--- src/rtl/seven_segment_pkg.sv ---
// Shared encodings for the seven-segment scanner: FSM states, segment bit
// positions and the active-high glyph patterns ({g,f,e,d,c,b,a}).
package seven_segment_pkg;

  typedef enum logic {
    SHOW  = 1'b0,
    GUARD = 1'b1
  } scan_state_e;

  localparam int SEG_A  = 0;
  localparam int SEG_B  = 1;
  localparam int SEG_C  = 2;
  localparam int SEG_D  = 3;
  localparam int SEG_E  = 4;
  localparam int SEG_F  = 5;
  localparam int SEG_G  = 6;
  localparam int SEG_DP = 7;

  localparam logic [6:0] GLYPH_0     = 7'h3F;
  localparam logic [6:0] GLYPH_1     = 7'h06;
  localparam logic [6:0] GLYPH_2     = 7'h5B;
  localparam logic [6:0] GLYPH_3     = 7'h4F;
  localparam logic [6:0] GLYPH_4     = 7'h66;
  localparam logic [6:0] GLYPH_5     = 7'h6D;
  localparam logic [6:0] GLYPH_6     = 7'h7D;
  localparam logic [6:0] GLYPH_7     = 7'h07;
  localparam logic [6:0] GLYPH_8     = 7'h7F;
  localparam logic [6:0] GLYPH_9     = 7'h6F;
  localparam logic [6:0] GLYPH_DASH  = 7'h40;
  localparam logic [6:0] GLYPH_BLANK = 7'h00;

endpackage

--- src/rtl/bcd_to_segments.sv ---
// Combinational BCD to active-high segment decode; non-BCD codes show a dash.
module bcd_to_segments
  import seven_segment_pkg::*;
(
  input  logic [3:0] value_i,
  output logic [6:0] seg_o
);

  always_comb begin
    seg_o = GLYPH_DASH;
    case (value_i)
      4'd0:    seg_o = GLYPH_0;
      4'd1:    seg_o = GLYPH_1;
      4'd2:    seg_o = GLYPH_2;
      4'd3:    seg_o = GLYPH_3;
      4'd4:    seg_o = GLYPH_4;
      4'd5:    seg_o = GLYPH_5;
      4'd6:    seg_o = GLYPH_6;
      4'd7:    seg_o = GLYPH_7;
      4'd8:    seg_o = GLYPH_8;
      4'd9:    seg_o = GLYPH_9;
      default: seg_o = GLYPH_DASH;
    endcase
  end

endmodule

--- src/rtl/seven_segment_scanner.sv ---
// Four-digit multiplexed seven-segment scanner with guard gaps between digits
// and frame-synchronous double-buffered data loading.
module seven_segment_scanner
  import seven_segment_pkg::*;
#(
  parameter bit          ENABLE_ACTIVE_LOW  = 1'b1,
  parameter bit          SEGMENT_ACTIVE_LOW = 1'b1,
  parameter int unsigned GUARD_CYCLES       = 2
) (
  input  logic        cmosClock,
  input  logic        reset,
  input  logic        scanTick,
  input  logic [15:0] digitsIn,
  input  logic [3:0]  dpIn,
  input  logic        loadStrobe,
  input  logic        blankLeading,
  output logic        loadAck,
  output logic        frameStart,
  output logic [3:0]  sevenSegmentEnable,
  output logic [7:0]  sevenSegmentData
);

  localparam logic [7:0] GUARD_LOAD = 8'(GUARD_CYCLES);
  localparam logic [3:0] EN_OFF     = ENABLE_ACTIVE_LOW  ? 4'hF  : 4'h0;
  localparam logic [7:0] SEG_OFF    = SEGMENT_ACTIVE_LOW ? 8'hFF : 8'h00;

  scan_state_e      state_q, state_d;
  logic [1:0]       idx_q, idx_d;
  logic [7:0]       guard_q, guard_d;
  logic [3:0][3:0]  act_dig_q, act_dig_d;
  logic [3:0]       act_dp_q, act_dp_d;
  logic [3:0][3:0]  pend_dig_q, pend_dig_d;
  logic [3:0]       pend_dp_q, pend_dp_d;
  logic             pend_vld_q, pend_vld_d;
  logic             ack_q, ack_d;
  logic             frame_q, frame_d;
  logic [3:0]       en_q, en_d;
  logic [7:0]       data_q, data_d;

  logic             wrap;
  logic [3:0]       cur_val;
  logic [6:0]       dec_seg;
  logic [6:0]       seg_raw;
  logic [3:0]       en_raw;
  logic [7:0]       data_raw;

  always_comb begin
    state_d    = state_q;
    idx_d      = idx_q;
    guard_d    = guard_q;
    act_dig_d  = act_dig_q;
    act_dp_d   = act_dp_q;
    pend_dig_d = pend_dig_q;
    pend_dp_d  = pend_dp_q;
    pend_vld_d = pend_vld_q;
    ack_d      = 1'b0;
    wrap       = 1'b0;

    case (state_q)
      SHOW: begin
        if (scanTick) begin
          idx_d = idx_q - 2'd1;
          wrap  = (idx_q == 2'd0);
          if (GUARD_LOAD != 8'd0) begin
            state_d = GUARD;
            guard_d = GUARD_LOAD;
          end
        end
      end
      GUARD: begin
        // Leave on the cycle the count would reach zero: GUARD_LOAD off cycles.
        if (guard_q <= 8'd1) begin
          state_d = SHOW;
          guard_d = 8'd0;
        end else begin
          guard_d = guard_q - 8'd1;
        end
      end
      default: state_d = SHOW;
    endcase

    // A strobe on the wrap cycle bypasses the pending buffer.
    if (wrap) begin
      if (loadStrobe) begin
        act_dig_d  = digitsIn;
        act_dp_d   = dpIn;
        ack_d      = 1'b1;
        pend_vld_d = 1'b0;
      end else if (pend_vld_q) begin
        act_dig_d  = pend_dig_q;
        act_dp_d   = pend_dp_q;
        ack_d      = 1'b1;
        pend_vld_d = 1'b0;
      end
    end else if (loadStrobe) begin
      pend_dig_d = digitsIn;
      pend_dp_d  = dpIn;
      pend_vld_d = 1'b1;
    end

    frame_d = wrap;
    cur_val = act_dig_d[idx_d];
  end

  bcd_to_segments u_dec (
    .value_i (cur_val),
    .seg_o   (dec_seg)
  );

  // Output register is loaded from next state so a new digit is visible on
  // its first SHOW cycle.
  always_comb begin
    seg_raw  = dec_seg;
    en_raw   = 4'h0;
    data_raw = 8'h00;
    if (blankLeading && (idx_d == 2'd3) && (cur_val == 4'd0))
      seg_raw = GLYPH_BLANK;
    if (state_d == SHOW) begin
      en_raw                 = 4'b0001 << idx_d;
      data_raw[SEG_G:SEG_A]  = seg_raw;
      data_raw[SEG_DP]       = act_dp_d[idx_d];
    end
    en_d   = ENABLE_ACTIVE_LOW  ? ~en_raw   : en_raw;
    data_d = SEGMENT_ACTIVE_LOW ? ~data_raw : data_raw;
  end

  always_ff @(posedge cmosClock) begin
    if (reset) begin
      state_q    <= SHOW;
      idx_q      <= 2'd3;
      guard_q    <= 8'd0;
      act_dig_q  <= '0;
      act_dp_q   <= '0;
      pend_dig_q <= '0;
      pend_dp_q  <= '0;
      pend_vld_q <= 1'b0;
      ack_q      <= 1'b0;
      frame_q    <= 1'b0;
      en_q       <= EN_OFF;
      data_q     <= SEG_OFF;
    end else begin
      state_q    <= state_d;
      idx_q      <= idx_d;
      guard_q    <= guard_d;
      act_dig_q  <= act_dig_d;
      act_dp_q   <= act_dp_d;
      pend_dig_q <= pend_dig_d;
      pend_dp_q  <= pend_dp_d;
      pend_vld_q <= pend_vld_d;
      ack_q      <= ack_d;
      frame_q    <= frame_d;
      en_q       <= en_d;
      data_q     <= data_d;
    end
  end

  assign loadAck            = ack_q;
  assign frameStart         = frame_q;
  assign sevenSegmentEnable = en_q;
  assign sevenSegmentData   = data_q;

endmodule

--- config.mk ---
export PLATFORM = sky130hd
export DESIGN_NAME = seven_segment_scanner
export DESIGN_NICKNAME = d
export VERILOG_FILES = /design/src/rtl/seven_segment_pkg.sv /design/src/rtl/bcd_to_segments.sv /design/src/rtl/seven_segment_scanner.sv
export SDC_FILE = /design/constraint.sdc
export NUM_CORES = 1
export LEC_CHECK = 0
export CORE_ASPECT_RATIO = 2
export CORE_MARGIN = 3
export CORE_UTILIZATION = 40
export DETAILED_ROUTE_END_ITERATION = 7
export HOLD_SLACK_MARGIN = 0.03
export SYNTH_ARGS = -nofsm -noshare
export SYNTH_HDL_FRONTEND = slang
export SYNTH_SLANG_ARGS = --single-unit
--- constraint.sdc ---
create_clock -name cmosClock -period 4.25 [get_ports cmosClock]
set_clock_uncertainty 0.2 [all_clocks]
set_input_delay 0.6375 -clock cmosClock [delete_from_list [all_inputs] [get_ports cmosClock]]
set_output_delay 0.6375 -clock cmosClock [all_outputs]
set_load 0.02 [all_outputs]
# == Word level (Yosys, flattened, before mapping) ==
# Memory sizes are Yosys's and may differ from the RTL's.
# Index checks and enable logic that the tools add are counted.
# Widths: inputs -> output; s select.
# word_totals
output_inout_bits,14
romBits,112
n_memories,1
reg_bits,66
# mem_list
memory,depth,word_bits,rd,rd_ports_with_merged_regs,write_ports,line_no,rtl
(no name shown),16,7,1,0,0,bcd_to_segments.sv:11,case (value_i)
# classes
shift,1
mux,25
eq_ne,2
n_bitwise,4
n_reduce_logical,7
order_cmp,2
addsub,2
# ops
op,n
$mux 16,3
$mux 8,3
$mux 4,5
$pmux 8 s2,1
$bmux 4 s2,1
$le 8x1->1 const B,1
$not 8->8,1
$sub 8x1->8 const B,1
$mux 1,7
$mux 7,1
$logic_not 4->1,1
$mux 2,2
$not 4->4,1
$reduce_or 2->1,2
$shl 1x2->4 const A,1
$lt 2x3->1 const B,1
$bmux 1 s2,1
$eq 2x2->1 const B,1
$logic_and 1x1->1,2
$logic_not 2->1,1
$ne 2x2->1 const B,1
$not 1->1,2
$pmux 1 s2,1
$reduce_and 2->1,1
$sub 2x1->2 const B,1

# == Logic depth before layout (Yosys ltp) ==
# Gate-level depths: netlist of run 1.
# depth
depth_word,11
ltp_mapped,16

# == Hierarchy ==
# A second synthesis of run 1 with hierarchy kept.
# unflattened
hier_cells,374
hier_area_um2,3233.1
# by_module_without_submodules
mod,n_inst,seq_area_each_um2,area_each_um2,cells_per_inst
seven_segment_scanner,1,1321.3,3005.4,345
bcd_to_segments,1,0.0,227.7,29

# == Worst setup path before layout of run 1 ==
# Ideal clock, no wire load.
# synth_path
kind,flip-flop to flip-flop
from,reg idx_q[0]
to,"reg data_q[5], in the netlist sevenSegmentData[5]"
stages_incl_launch_ff,17
n_path_buf,2
path_slack_ns,1.163
period_less_slack_ns,3.087
arrival_time_ns,2.756
setup_time_ns,0.131
path_cell_list,dfxtp_1 > inv_1 > ha_1 > and3b_1 > clkbuf_1 > buf_2 > nand3_1 > a21oi_1 > a221oi_1 > nor2_1 > a21oi_1 > mux2_2 > ha_1 > nand4_1 > nand2_1 > mux2i_2 > o31ai_1
# synth_via
elab_chain_len,11
elab_cells_between_ends,17
# synth_rtl
item,line_no,rtl
from (decl),seven_segment_scanner.sv:28,"logic [1:0] idx_q, idx_d;"
from (signal assigned),seven_segment_scanner.sv:143,idx_q <= idx_d;
"parallel branches: the longest is 8 deep, another holds $mem_v2 16x7",n/a,
$mux 7 *,seven_segment_scanner.sv:116,if (blankLeading && (idx_d == 2'd3) && (cur_val == 4'd0))
$mux 8 *,seven_segment_scanner.sv:118,if (state_d == SHOW) begin
$not 8->8 *,seven_segment_scanner.sv:124,data_d = SEGMENT_ACTIVE_LOW ? ~data_raw : data_raw;
to (signal assigned),seven_segment_scanner.sv:153,data_q <= data_d;
to (decl),seven_segment_scanner.sv:38,"logic [7:0] data_q, data_d;"
# Every way passes the cells marked *. The select of a mux whose other input is x is not followed.
# A chain may end at the register's enable or synchronous reset.

# == Worst setup path after layout of run 1 ==
# layout_path
from,in scanTick
to,"reg data_q[6], in the netlist sevenSegmentData[6]"
# layout_via
elab_chain_len,10
elab_cells_between_ends,17
# layout_rtl
item,line_no,rtl
from (decl),seven_segment_scanner.sv:12,"input logic scanTick,"
"parallel branches: the longest is 8 deep, another holds $mem_v2 16x7",n/a,
$mux 8 *,seven_segment_scanner.sv:118,
$not 8->8 *,seven_segment_scanner.sv:124,
# Marks and branches as above.

==> results.json, run 1 <==
{
  "syn-num-nets": 394,
  "worstPathMaxFanout": 9,
  "num_rows": 45,
  "ys_top_cells_by_count": "66 x dfxtp_1, 51 x nand2_1, 37 x a21oi_1, 32 x nor2_1, 17 x clkbuf_1",
  "hp-class": "reg -> reg",
  "yosys_most_used_dff": "dfxtp_1",
  "synth.top_cell.area_share_pct": 42.2,
  "die-area_um2": 8990,
  "antenna_cells": 0,
  "drt_wl_total_um": 8270,
  "place_ws_ps": 335,
  "cts_tree": "built",
  "htree_levels": 3,
  "worstHoldStart": "pend_dp_q[1]",
  "slowest_stage": "clkdlybuf4s50_1",
  "crit_start": "scanTick",
  "crit_required_ps": 4240,
  "grtUsageTotal_pct": 20.3,
  "cpLargestDelayFamily": "buffers and inverters",
  "rsz0062_at_grt": "false",
  "overflow": 0,
  "crit_chain": "clkdlybuf4s50_1 -> nor2b_1 -> buf_4 -> mux2i_4 -> nor4_1 -> buf_4 -> nor4_4 -> inv_1 -> ha_1 -> mux2_4 -> nor2_1 -> a21oi_1",
  "clock_sinks": 66,
  "cap_violations": 0,
  "start_util_pct": 41.2,
  "detail_route.first_pass.iterations": 4,
  "wl_per_cell_um": 16.7,
  "postCtsResizedCells": 0,
  "io_buffers": 38,
  "tightest_slew_ps": 786,
  "antenna_found_initial": 0,
  "first_iter_violations": 133,
  "ys_types": 53,
  "num_vias": 2731,
  "setup_viol": 0,
  "stdcell_count": 495,
  "synth-async-reset-ratio_pct": 0,
  "fmax_mhz": 280,
  "num-fill-cells": 731,
  "clk_latency_ps": 330,
  "endpoint_kind": "register",
  "fin_hold_ws_ps": 255,
  "cts_made_buffers": 9,
  "cts_max_path_buffers": 2,
  "leakagePower_nw": 1.43,
  "ctsHoldBuffers": 0,
  "powerDensity_nw_per_um2": 442,
  "crit_path_max_incr_delay_ps": 580,
  "die_w_um": 68.6,
  "finalHoldViolCount": 0,
  "period_share_pct": 84.1,
  "cts_root_buf": "clkbuf_16",
  "postLayoutCoreUtil_pct": 51.3,
  "seqCellArea_um2": 1320,
  "syn_inst": 360,
  "ys_warn_count": 0,
  "postCtsSetupBuffers": 0,
  "max_slew_margin_pct": 47.1,
  "dp_hpwl_um": 5980,
  "ys_seq_area_share_pct": 42.2,
  "drt_drc_violations_left": 0,
  "synth_edf_count": 0,
  "multi_input_area_um2": 1670,
  "synthTopCellsByArea": "dfxtp_1 42%, nand2_1 6.1%, a21oi_1 5.9%",
  "outcome": "finished, final reports clean",
  "cp_num_buf_inv": 4,
  "ir_drop_v": 0.000236,
  "syn_area_um2": 3130,
  "drive_gt1_share_pct": 12.2,
  "ys_ff_latch": 66,
  "syn2layout_area_growth_pct": 24.4,
  "synth_most_common_cell": "dfxtp_1",
  "yosys.area.top_type": "dfxtp_1",
  "finalMaxSlewViolations": 0,
  "gp_congestion": 0.843,
  "dp_cells": 479,
  "setup_ws_ps": 678,
  "period_needed_ps": 3570,
  "critical_path_class": "in -> reg",
  "cp.arrival_ps": 3560,
  "die_h_um": 131,
  "grt_pass1_vias": 2767,
  "grt_first_pass_wirelength_um": 13600,
  "core_um2": 7600,
  "fin_setup_tns_ps": 0,
  "grt_start_max_net_pins": 55,
  "vias_per_cell": 5.52,
  "critPathLaunchType": "input pin",
  "fin_nets": 430,
  "avgSynthCellArea_um2": 8.70,
  "io_pins": 39,
  "clk_pin_slew_worst_paths_ps": 50,
  "final_antenna_net_count": 0,
  "cpMostUsedCell": "buf_4",
  "r2r_start": "idx_q[0]"
}
## metal layers
metal	global-route usage (%)	wire length (µm)	share of wire [%]	vias up
met5	0	0	0	-
met2	35.1	4640	56	57
li1	-	-	-	1378
met3	4.88	272	3.3	15
met1	21.4	3100	38	1281
met4	10.4	252	3.0	0
## kinds of logic (layout without fill, tap and decap cells)
kind of cell | after synthesis | in the layout | synth area share [%]
DFF | 66 | 66 | 42.2
and+or+nand+nor | 149 | 149 | 24.3
muxes | 8 | 8 | 3.44
adders and majority gates | 9 | 9 | 3.60
buffers and inverters | 32 | 73 | 4.59
xor gates and xnor gates | 2 | 2 | 1.40
AOI/OAI and AO/OA | 94 | 94 | 20.5
## cells in the final DEF (no fill, tap or decap), drive strengths merged, types with 9 or more instances in the layout
| cell | netlist | final |
|---|---|---|
| dfxtp | 66 | 66 |
| nand2 | 51 | 51 |
| a21oi | 37 | 37 |
| clkdlybuf4s50 | 0 | 37 |
| nor2 | 32 | 32 |
| nor3 | 14 | 14 |
| clkbuf | 17 | 14 |
| buf | 8 | 13 |
| nor4 | 13 | 13 |
| nand3 | 12 | 12 |
| o22ai | 11 | 11 |
| o21ai | 10 | 10 |
| o32ai | 10 | 10 |
| ha | 9 | 9 |
## metrics by stage
| stage | area, µm² | power [W] |
|---|---|---|
| after floorplan | 3130 | 0.000889 |
| final | 3900 | 0.00172 |
| after global routing | 3900 | 0.00179 |
| after CTS | 3900 | 0.00174 |
| after global placement | 3600 | 0.000988 |
| after detailed placement | 3600 | 0.000991 |
## cell type report
type                            count  share of cell area, %
Multi-Input combinational cell    262                   42.8
Sequential cell                    66                   33.9
Timing Repair Buffer               50                   11.9
Clock buffer                       14                   6.78
Tap cell                           94                   3.02
Clock inverter                      2                  0.899
Inverter                            7                  0.674
## state kept, by name (all words and copies together), names as in the netlist
name / cells
sevenSegmentData: 8
pend_vld_q: 1
act_dp_q: 4
pend_dig_q: 16
frameStart: 1
act_dig_q: 16
idx_q: 2
guard_q: 8
loadAck: 1
pend_dp_q: 4
state_q: 1
sevenSegmentEnable: 4
## worst reg2reg max path: stages, from the launching register on
cell and delay [ps]:
dfxtp_1 340, inv_1 170, ha_1 220, and3b_1 460
and2_1 370, a22oi_1 110, o21ai_0 130, a21oi_1 130
mux2_2 330, ha_1 210, nand4_1 90, nand2_1 80
mux2i_2 300, o21ai_1 120
## final timing paths
kind | endpoint | slack (ps) | cells after the start
worst max register to register | sevenSegmentData[3] | 860 | 13
worst max-delay path | sevenSegmentData[6] | 680 | 12
worst min-delay path | pend_dp_q[1] | 250 | 2
worst min register to register | pend_dp_q[1] | 250 | 2
## power by group
part	total, W	switching [W]	internal [W]
logic	0.000290	0.000168	0.000122
clock network	0.000745	0.000260	0.000485
registers	0.000686	0.0000275	0.000658
total	0.00172	0.000455	0.00127
Note: power is estimated with default switching activity, not from simulation.
==> inputs of run 2 (changes only) <==
==> constraint.sdc (replaced) <==
create_clock -name cmosClock -period 3.3 [get_ports cmosClock]
set_clock_uncertainty 0.2 [all_clocks]
set_input_delay 0.495 -clock cmosClock [delete_from_list [all_inputs] [get_ports cmosClock]]
set_output_delay 0.495 -clock cmosClock [all_outputs]
set_load 0.02 [all_outputs]
==> results.json, run 2 (synthesis gave the netlist of run 1 again) <==
{
  "grt_pass1_vias": 2905,
  "hold_path_end": "sevenSegmentEnable[3]",
  "syn2layout_area_growth_pct": 33.2,
  "clk_pin_slew_worst_paths_ps": 50,
  "crit_path_max_incr_delay_ps": 500,
  "vias_per_cell": 5.52,
  "crit_chain": "clkdlybuf4s50_1 -> nor2b_1 -> buf_4 -> xnor2_2 -> nor4_1 -> nor4_4 -> inv_1 -> ha_1 -> mux2_4 -> nor2_1 -> a21oi_1",
  "drt_wl_total_um": 8640,
  "leakagePower_nw": 1.61,
  "rr_endpoint": "sevenSegmentData[5]",
  "clk_latency_ps": 330,
  "combPwrFrac_pct": 19.0,
  "fin_nets": 464,
  "drive_gt1_share_pct": 19.4,
  "drt_drc_violations_left": 0,
  "wl_per_cell_um": 16.4,
  "slowest_stage": "clkdlybuf4s50_1",
  "cts_tree": "built",
  "antenna_cells": 0,
  "hp-class": "in -> reg",
  "cts_max_path_buffers": 2,
  "period_share_pct": 93.6,
  "final_antenna_net_count": 0,
  "grt_first_pass_wirelength_um": 13900,
  "antenna_found_initial": 0,
  "gp_congestion": 0.831,
  "r2r_slack_ps": 250,
  "fmax_mhz": 324,
  "first_iter_violations": 164,
  "die_h_um": 131,
  "final_common_cell": "dfxtp_1",
  "period_needed_ps": 3090,
  "crit_required_ps": 3300,
  "die-area_um2": 8990,
  "ctsHoldBuffers": 0,
  "powerDensity_nw_per_um2": 546,
  "num_rows": 45,
  "finalHoldViolCount": 0,
  "start_util_pct": 41.2,
  "cap_violations": 0,
  "worstHoldStart": "reset",
  "critical_path_class": "in -> reg",
  "outcome": "finished, final reports clean",
  "setup_viol": 0,
  "place_ws_ps": -108,
  "setup_ws_ps": 210,
  "worstPathMaxFanout": 11,
  "io_pins": 39,
  "ir_drop_v": 0.000305,
  "grt_start_max_net_pins": 55,
  "rr_worst_depth": 12,
  "grtUsageTotal_pct": 20.6,
  "r2r_start": "idx_q[0]",
  "rsz0062_at_grt": "false",
  "clock_sinks": 66,
  "worstHoldPathCells": 3,
  "clkPwrFrac_pct": 42.4,
  "stdcell_area_um2": 4170,
  "num-fill-cells": 729,
  "p_sw_share_pct": 26.0,
  "cts_made_buffers": 9,
  "critPathLaunchType": "input pin",
  "top_regs": "act_dig_q (16), pend_dig_q (16)",
  "die_w_um": 68.6,
  "io_buffers": 38,
  "switchingPower_w": 0.000593,
  "overflow": 0,
  "finalMaxSlewViolations": 0,
  "core_um2": 7600,
  "total_power_w": 0.00228,
  "cp.arrival_ps": 3090,
  "cts_root_buf": "clkbuf_16",
  "postCtsSetupBuffers": 0,
  "dp_hpwl_um": 6560,
  "num_vias": 2913,
  "placed_area_um2": 3860,
  "htree_levels": 3,
  "seqPwrFrac_pct": 38.7,
  "power.internal_w": 0.00169,
  "max_slew_margin_pct": 46.2,
  "tightest_slew_ps": 800,
  "postCtsResizedCells": 0,
  "endpoint_kind": "register",
  "final_cell_mix": "66 x dfxtp_1, 51 x nand2_1, 45 x buf_4, 37 x a21oi_1, 37 x clkdlybuf4s50_1",
  "detail_route.first_pass.iterations": 4
}
[run 2: changes by cell type in the layout (fill, tap and decap cells not counted)]
| cell | delta |
|---|---|
| buf_4 | +33 |
| buf_12 | +1 |
| clkbuf_8 | +1 |
| clkbuf_1 | -2 |
[run 2: worst max-delay path by stage]
stage	from	end	slack, ps	depth (start not counted)
after floorplan	idx_q[0]	sevenSegmentData[5]	210	16
after global placement	scanTick	sevenSegmentData[6]	-100	11
after detailed placement	scanTick	sevenSegmentData[5]	-110	11
after CTS	idx_q[0]	sevenSegmentData[5]	230	12
after global routing	idx_q[0]	sevenSegmentData[5]	20	12
final	scanTick	sevenSegmentData[6]	210	11
[run 2: cell type report]
type | instances | area (µm²) | area share, %
flip-flops and latches | 66 | 1320 | 31.7
inverters | 7 | 26.3 | 0.630
repair buffers | 84 | 733 | 17.6
well taps | 94 | 118 | 2.82
multi-input cells | 262 | 1670 | 40.0
clock inverters | 2 | 35.0 | 0.840
clock buffers | 13 | 270 | 6.48
[run 2: power by group through the flow]
stage | Combinational [W] | Clock, W | Sequential, W
floorplan | 0.000235 | 0 | 0.000910
global placement | 0.000428 | 0 | 0.000896
detailed placement | 0.000431 | 0 | 0.000897
CTS | 0.000433 | 0.000984 | 0.000881
global route | 0.000468 | 0.00102 | 0.000886
finish | 0.000432 | 0.000965 | 0.000881
[run 2: stage by stage]
stage	cells	setup TNS (ps)	hold WS [ps]	utilization, %
floorplan	360	0	236	-
global placement	513	-442	245	50.8
detailed placement	513	-564	251	50.8
CTS	528	0	238	54.9
global route	528	0	254	54.9
finish	528	0	243	54.9
[run 2: metal layers]
layer,vias up,GRT usage (%),routed length (µm)
met2,63,36.2,4840
met4,0,10.4,241
met1,1394,21.5,3260
met3,15,4.36,296
met5,-,0,0
li1,1441,-,-
[run 2: worst max-delay path, delay by kind of cell]
| kind | cells | cell delay (ps) |
|---|---|---|
| AOI/OAI and AO/OA | 1 | 50 |
| xor gates and xnor gates | 1 | 460 |
| adders and majority gates | 1 | 200 |
| buffers and inverters | 3 | 780 |
| muxes | 1 | 260 |
| and+or+nand+nor | 4 | 830 |
==> inputs of run 3 (changes only) <==
--- a/config.mk
+++ b/config.mk
@@ -9,7 +9,8 @@
 export CORE_MARGIN = 3
 export CORE_UTILIZATION = 40
 export DETAILED_ROUTE_END_ITERATION = 7
-export HOLD_SLACK_MARGIN = 0.03
+export HOLD_SLACK_MARGIN = 0.15
 export SYNTH_ARGS = -nofsm -noshare
 export SYNTH_HDL_FRONTEND = slang
+export SYNTH_HIERARCHICAL = 1
 export SYNTH_SLANG_ARGS = --single-unit
==> results.json, run 3 <==
{
  "outcome": "finished, final reports clean",
  "gp_congestion": 0.954,
  "p_sw_share_pct": 27.5,
  "wl_per_cell_um": 16.6,
  "htree_levels": 3,
  "busiest_layer": "met2",
  "clk_latency_ps": 340,
  "yosys_most_used_dff": "dfxtp_1",
  "vias_per_cell": 5.52,
  "io_buffers": 38,
  "cap_violations": 0,
  "io_pins": 39,
  "fmax_mhz": 323,
  "start_util_pct": 41.9,
  "final_antenna_net_count": 0,
  "seqPwrFrac_pct": 37.6,
  "final_cell_mix": "66 x dfxtp_1, 57 x nand2_1, 57 x buf_4, 36 x clkdlybuf4s50_1, 33 x a21oi_1",
  "syn-num-nets": 408,
  "tightest_slew_ps": 619,
  "cts_root_buf": "clkbuf_16",
  "num_rows": 45,
  "max_slew_margin_pct": 58.7,
  "fin_setup_tns_ps": 0,
  "cts_max_path_buffers": 2,
  "period_needed_ps": 3090,
  "detail_route.first_pass.iterations": 6,
  "crit_path_max_incr_delay_ps": 510,
  "ys_ff_latch": 66,
  "grt_start_max_net_pins": 32,
  "grtUsageMet3_pct": 4.83,
  "num_vias": 3054,
  "power.internal_w": 0.00175,
  "setup_viol": 0,
  "multi_input_area_um2": 1720,
  "ys_seq_area_share_pct": 40.9,
  "gr-usage-met1_pct": 21.3,
  "placed_area_um2": 4000,
  "top_regs": "act_dig_q (16), pend_dig_q (16)",
  "endpoint_kind": "register",
  "grt_first_pass_wirelength_um": 15100,
  "drt_drc_violations_left": 0,
  "cts_made_buffers": 9,
  "drive_gt1_share_pct": 23.3,
  "grt_pass1_vias": 3072,
  "core_um2": 7710,
  "finalHoldViolCount": 0,
  "postLayoutCoreUtil_pct": 56.4,
  "leakagePower_nw": 1.76,
  "critPathLaunchType": "input pin",
  "critical_path_class": "in -> reg",
  "clk_pin_slew_worst_paths_ps": 50,
  "worstHoldStart": "pend_dig_q[5]",
  "hp-class": "reg -> reg",
  "antenna_found_initial": 0,
  "syn_area_um2": 3230,
  "final_common_cell": "dfxtp_1",
  "ir_drop_v": 0.000315,
  "synth_edf_count": 0,
  "ys_types": 59,
  "stdcell_area_um2": 4350,
  "powerDensity_nw_per_um2": 555,
  "syn2layout_area_growth_pct": 34.4,
  "combPwrFrac_pct": 20.5,
  "num-fill-cells": 747,
  "grt_use_met2_pct": 38.6,
  "avgSynthCellArea_um2": 8.64,
  "cpMostUsedCell": "o22ai_1",
  "synth.top_cell.area_share_pct": 40.9,
  "finalMaxSlewViolations": 0,
  "clkPwrFrac_pct": 42.0,
  "synth-async-reset-ratio_pct": 0,
  "antenna_cells": 0,
  "cts_tree": "built",
  "crit_start": "loadStrobe",
  "first_iter_violations": 205,
  "ctsHoldBuffers": 0,
  "ys_warn_count": 6,
  "clock_sinks": 66,
  "drt_wl_total_um": 9170,
  "ys_top_cells_by_count": "66 x dfxtp_1, 57 x nand2_1, 33 x a21oi_1, 20 x nor2_1, 17 x a31oi_1",
  "die-area_um2": 9260,
  "cp.arrival_ps": 3110,
  "crit_chain": "clkdlybuf4s50_1 -> buf_12 -> nand4b_2 -> o22ai_1 -> nor4_1 -> buf_4 -> or4_4 -> ha_1 -> mux2_2 -> o22ai_1 -> nand3_2",
  "postCtsSetupBuffers": 0,
  "die_w_um": 69.6,
  "die_h_um": 133,
  "dp_hpwl_um": 6900,
  "overflow": 0,
  "yosys.area.top_type": "dfxtp_1",
  "r2r_start": "idx_q[1]",
  "synth_most_common_cell": "dfxtp_1",
  "fin_nets": 488,
  "worstPathMaxFanout": 15,
  "grtUsageTotal_pct": 20.8,
  "slowest_stage": "clkdlybuf4s50_1",
  "switchingPower_w": 0.000662,
  "syn_inst": 374,
  "rsz0062_at_grt": "false",
  "period_share_pct": 93.8,
  "crit_required_ps": 3310,
  "synthTopCellsByArea": "dfxtp_1 41%, nand2_1 6.6%, a21oi_1 5.1%",
  "seqCellArea_um2": 1320
}
==> run 3: cell count changes after synthesis, sizes merged, moves of 6 or more <==
| cell | delta |
|---|---|
| nor2 | -12 |
| nand2 | +6 |
| a31oi | +14 |
| o32ai | -9 |
| nor4 | -7 |
| nor2b | +8 |
==> run 3: worst paths after layout <==
kind / slack (ps) / to / cells past startpoint
worst max-delay path: 210 / sevenSegmentData[3] / 11
worst min-delay path: 260 / pend_dig_q[5] / 2
worst max register to register: 250 / sevenSegmentData[3] / 12
worst min register to register: 260 / pend_dig_q[5] / 2
==> run 3: power by group through the flow <==
stage          logic [W]  clock network (W)  registers [W]
2_1_floorplan   0.000279                  0       0.000929
3_3_place_gp    0.000483                  0       0.000921
3_5_place_dp    0.000490                  0       0.000921
4_1_cts         0.000492            0.00103       0.000905
5_1_grt         0.000538            0.00106       0.000914
6_report        0.000494            0.00101       0.000906
==> run 3: critical path: cells and delay by family <==
| family | cells | cell delay (ps) |
|---|---|---|
| muxes | 1 | 270 |
| buffers and inverters | 3 | 810 |
| and+or+nand+nor | 4 | 850 |
| AOI/OAI and AO/OA | 2 | 450 |
| adders and majority gates | 1 | 220 |
==> run 3: final cells by class <==
| cell class | count | area share, % |
|---|---|---|
| well taps | 94 | 2.71 |
| inverters | 12 | 1.04 |
| repair buffers | 96 | 19.0 |
| flip-flops and latches | 66 | 30.4 |
| multi-input cells | 269 | 39.5 |
| clock buffers | 9 | 5.18 |
| clock inverters | 7 | 2.16 |
==> run 3: layer usage <==
layer  routed length (µm)  vias up
li1                     -     1521
met1                 3430     1452
met2                 5160       59
met3                  281       22
met4                  305        0
met5                    0        -
==> run 3: repair_timing <==
item	CTS	global route
resized for setup	0	7
endpoints found under the setup margin	0	7
endpoints found under the hold margin	0	0
==> run 3: kinds of logic (layout without fill, tap and decap cells) <==
group | Yosys count | in the layout | synth area share (%)
AOI/OAI and AO/OA | 115 | 115 | 23.6
adders and majority gates | 9 | 9 | 3.48
buffers and inverters | 39 | 124 | 7.00
DFF | 66 | 66 | 40.9
muxes | 2 | 2 | 0.697
and+or+nand+nor | 143 | 143 | 24.3
==> run 3: per-stage QoR <==
step	power [W]	setup WS (ps)	instances	hold slack [ps]
5_1_grt	0.00252	24.7	553	275
3_5_place_dp	0.00141	-265	537	251
4_1_cts	0.00243	79.5	553	259
6_report	0.00241	205	553	256
2_1_floorplan	0.00121	244	374	231
3_3_place_gp	0.00140	-216	537	242
==> edit (settings of run 2) <==
Put one more register stage on the output `sevenSegmentEnable`, cleared by the reset. The value now appears one clock later. The other outputs are not delayed to match.
--- a/src/rtl/seven_segment_scanner.sv
+++ b/src/rtl/seven_segment_scanner.sv
@@ -156,7 +156,13 @@
 
   assign loadAck            = ack_q;
   assign frameStart         = frame_q;
-  assign sevenSegmentEnable = en_q;
+  always_ff @(posedge cmosClock) begin
+    if (reset) begin
+      sevenSegmentEnable <= '0;
+    end else begin
+      sevenSegmentEnable <= en_q;
+    end
+  end
   assign sevenSegmentData   = data_q;
 
 endmodule
Formal check against the unedited RTL: not equivalent (a bounded check fails within 4 cycles, from zero or initial values and one cycle with reset high).
==> edit against run 2 <==
  * Cell count decreased by 0.19%
  * Total power is 3.3% lower
  * Synthesized area grew 3.5%
  * Routed wire length down 6.1%
  * First-iteration DRC count down 29%
  * Fmax up 0.87%
  * Design area fell by 0.45%
  * Sequential cell count grew 4
  * Count of clock-buffer cells in the layout up 2
  * Non-clock buffer count decreased by 10
  * Worst setup slack better by 0.027 ns
  * Critical path type unchanged
  * Critical endpoint unchanged
  * Largest cell class unchanged
  * Highest routed layer unchanged
==> edit: results (changes against run 2) <==
The flow ran to the end, and the final reports show no timing, DRC or antenna violations. The placed wire-length estimate after detailed placement was 6050 um (-7.7%). The overall die area came out at 9280 um2 (+3.2%). The sequential cell area share came out at 0.338 (+0.0207). The post-route core utilization is 0.538 (-0.0104). The synthesized net count came out at 403 (+2.3%). The multi-input combinational cell count came out at 266 (+1.5%).

The portion of the layout cell area used by non-clock buffers came to 0.156 (-0.0203). The sequential power came out at 0.932 mW (+5.8%). The maximum net fanout on the critical path came out at 10 (-1). The setup slack at placement is -0.128 ns (-0.0197 ns). Sorting the synthesized cells by area gives the leading types as dfxtp_1 (43%), nand2_1 (5.9%), a21oi_1 (5.7%), nor2_1 (3.7%), ha_1 (3.5%). The endpoint identified for the worst register-to-register timing path is sevenSegmentData[3]$_SDFF_PP1_. The capture endpoint of the worst hold path is sevenSegmentEnable[2]$_SDFF_PP0_.

The non-clock buffer instance count of the final layout was 74 (-12%). The area occupied by multi-input gates is 1700 um2 (+1.9%). The highest ir drop seen on vdd came out at 371 uV (+22%). The startpoint identified for the worst hold timing path is en_q[2]$_SDFF_PP1_.

The sequential cell count is 70 (+6.1%). The post-placement cell area is 3880 um2 (+0.45%). The first-pass GRT wire length came out at 13500 um (-3.0%). The largest stage delay on the critical path came to 0.48 ns (-0.02 ns). The worst endpoint data arrival time came out at 3.08 ns (about the same). The average wire per standard cell is 15.4 um (-5.9%). The sequential fraction of the synthesis area came out at 0.432 (+0.0105).

The setup slack on the worst flop-to-flop path is 0.32 ns (+0.07 ns). The routed wire length is 8110 um (-6.1%). The final-stage net count was 462 (-0.43%). The aggregate global-route resource usage came to 0.184 (-0.0219). The unique cell type count in the Yosys netlist is 52 (-1.9%).

The DRC marker count from the first detailed-route iteration came out at 116 (-29%). The depth of the worst hold-timing path was 1 (-2). The number of buffers added on ports is 38 (unchanged). The count of clock buffers in the final design came out at 15 (+2). The final estimated routing congestion in global placement came out at 0.855 (+2.9%). The measured slew at the worst slew-check pin came out at 0.862 ns (+0.0617 ns).

The fmax is 326 MHz (+0.87%). The number of placed instances, taps included was 511 (-0.39%). In this run the worst hold path is classified as reg -> reg. The instance count of the mapped netlist is 369 (+2.5%). The insertion delay of the later-clocked pin in the worst-skew pair is 0.33 ns (about the same). The number of fill cells in the layout came to 716 (-1.8%). The area fraction of clock buffers and clock inverters is 0.0633 (-0.00992).

The standby leakage power is 1.57 nW (-2.3%). The total via count after detailed routing came out at 2935 (+0.76%). The commonest cells after synthesis are dfxtp_1 (70), nand2_1 (51), a21oi_1 (37).

The maximum number of pins on one net before global-route repair came to 34 (-38%). The share of cells above drive strength 1 is 0.166 (-0.0273).
## edit: per-stage QoR
stage	hold slack [ns]	power (mW)
after global routing	0.265	2.30
after CTS	0.240	2.23
after global placement	0.220	1.36
final	0.233	2.20
after floorplan	0.214	1.20
after detailed placement	0.227	1.37
## edit: logic make-up after synthesis
| logic type | after synthesis | share of synthesized area |
|---|---|---|
| simple gates | 153 | 0.242 |
| mux | 8 | 0.0332 |
| buf+inv | 33 | 0.0456 |
| fa+ha+maj | 9 | 0.0347 |
| xor+xnor | 2 | 0.0135 |
| compound gates | 94 | 0.198 |
| flops | 70 | 0.432 |
## edit: metal layers
layer | global-route usage | up-vias | wire [um]
li1 | - | 1449 | -
met1 | 0.191 | 1384 | 3080
met2 | 0.323 | 76 | 4330
met3 | 0.0257 | 26 | 265
met4 | 0.147 | 0 | 440
met5 | 0 | - | 0
## edit: timing repair
item / 4_1_cts / 5_1_grt
gates resized for setup: 0 / 1
hold buffers: 0 / 0
setup endpoints to repair: 0 / 5
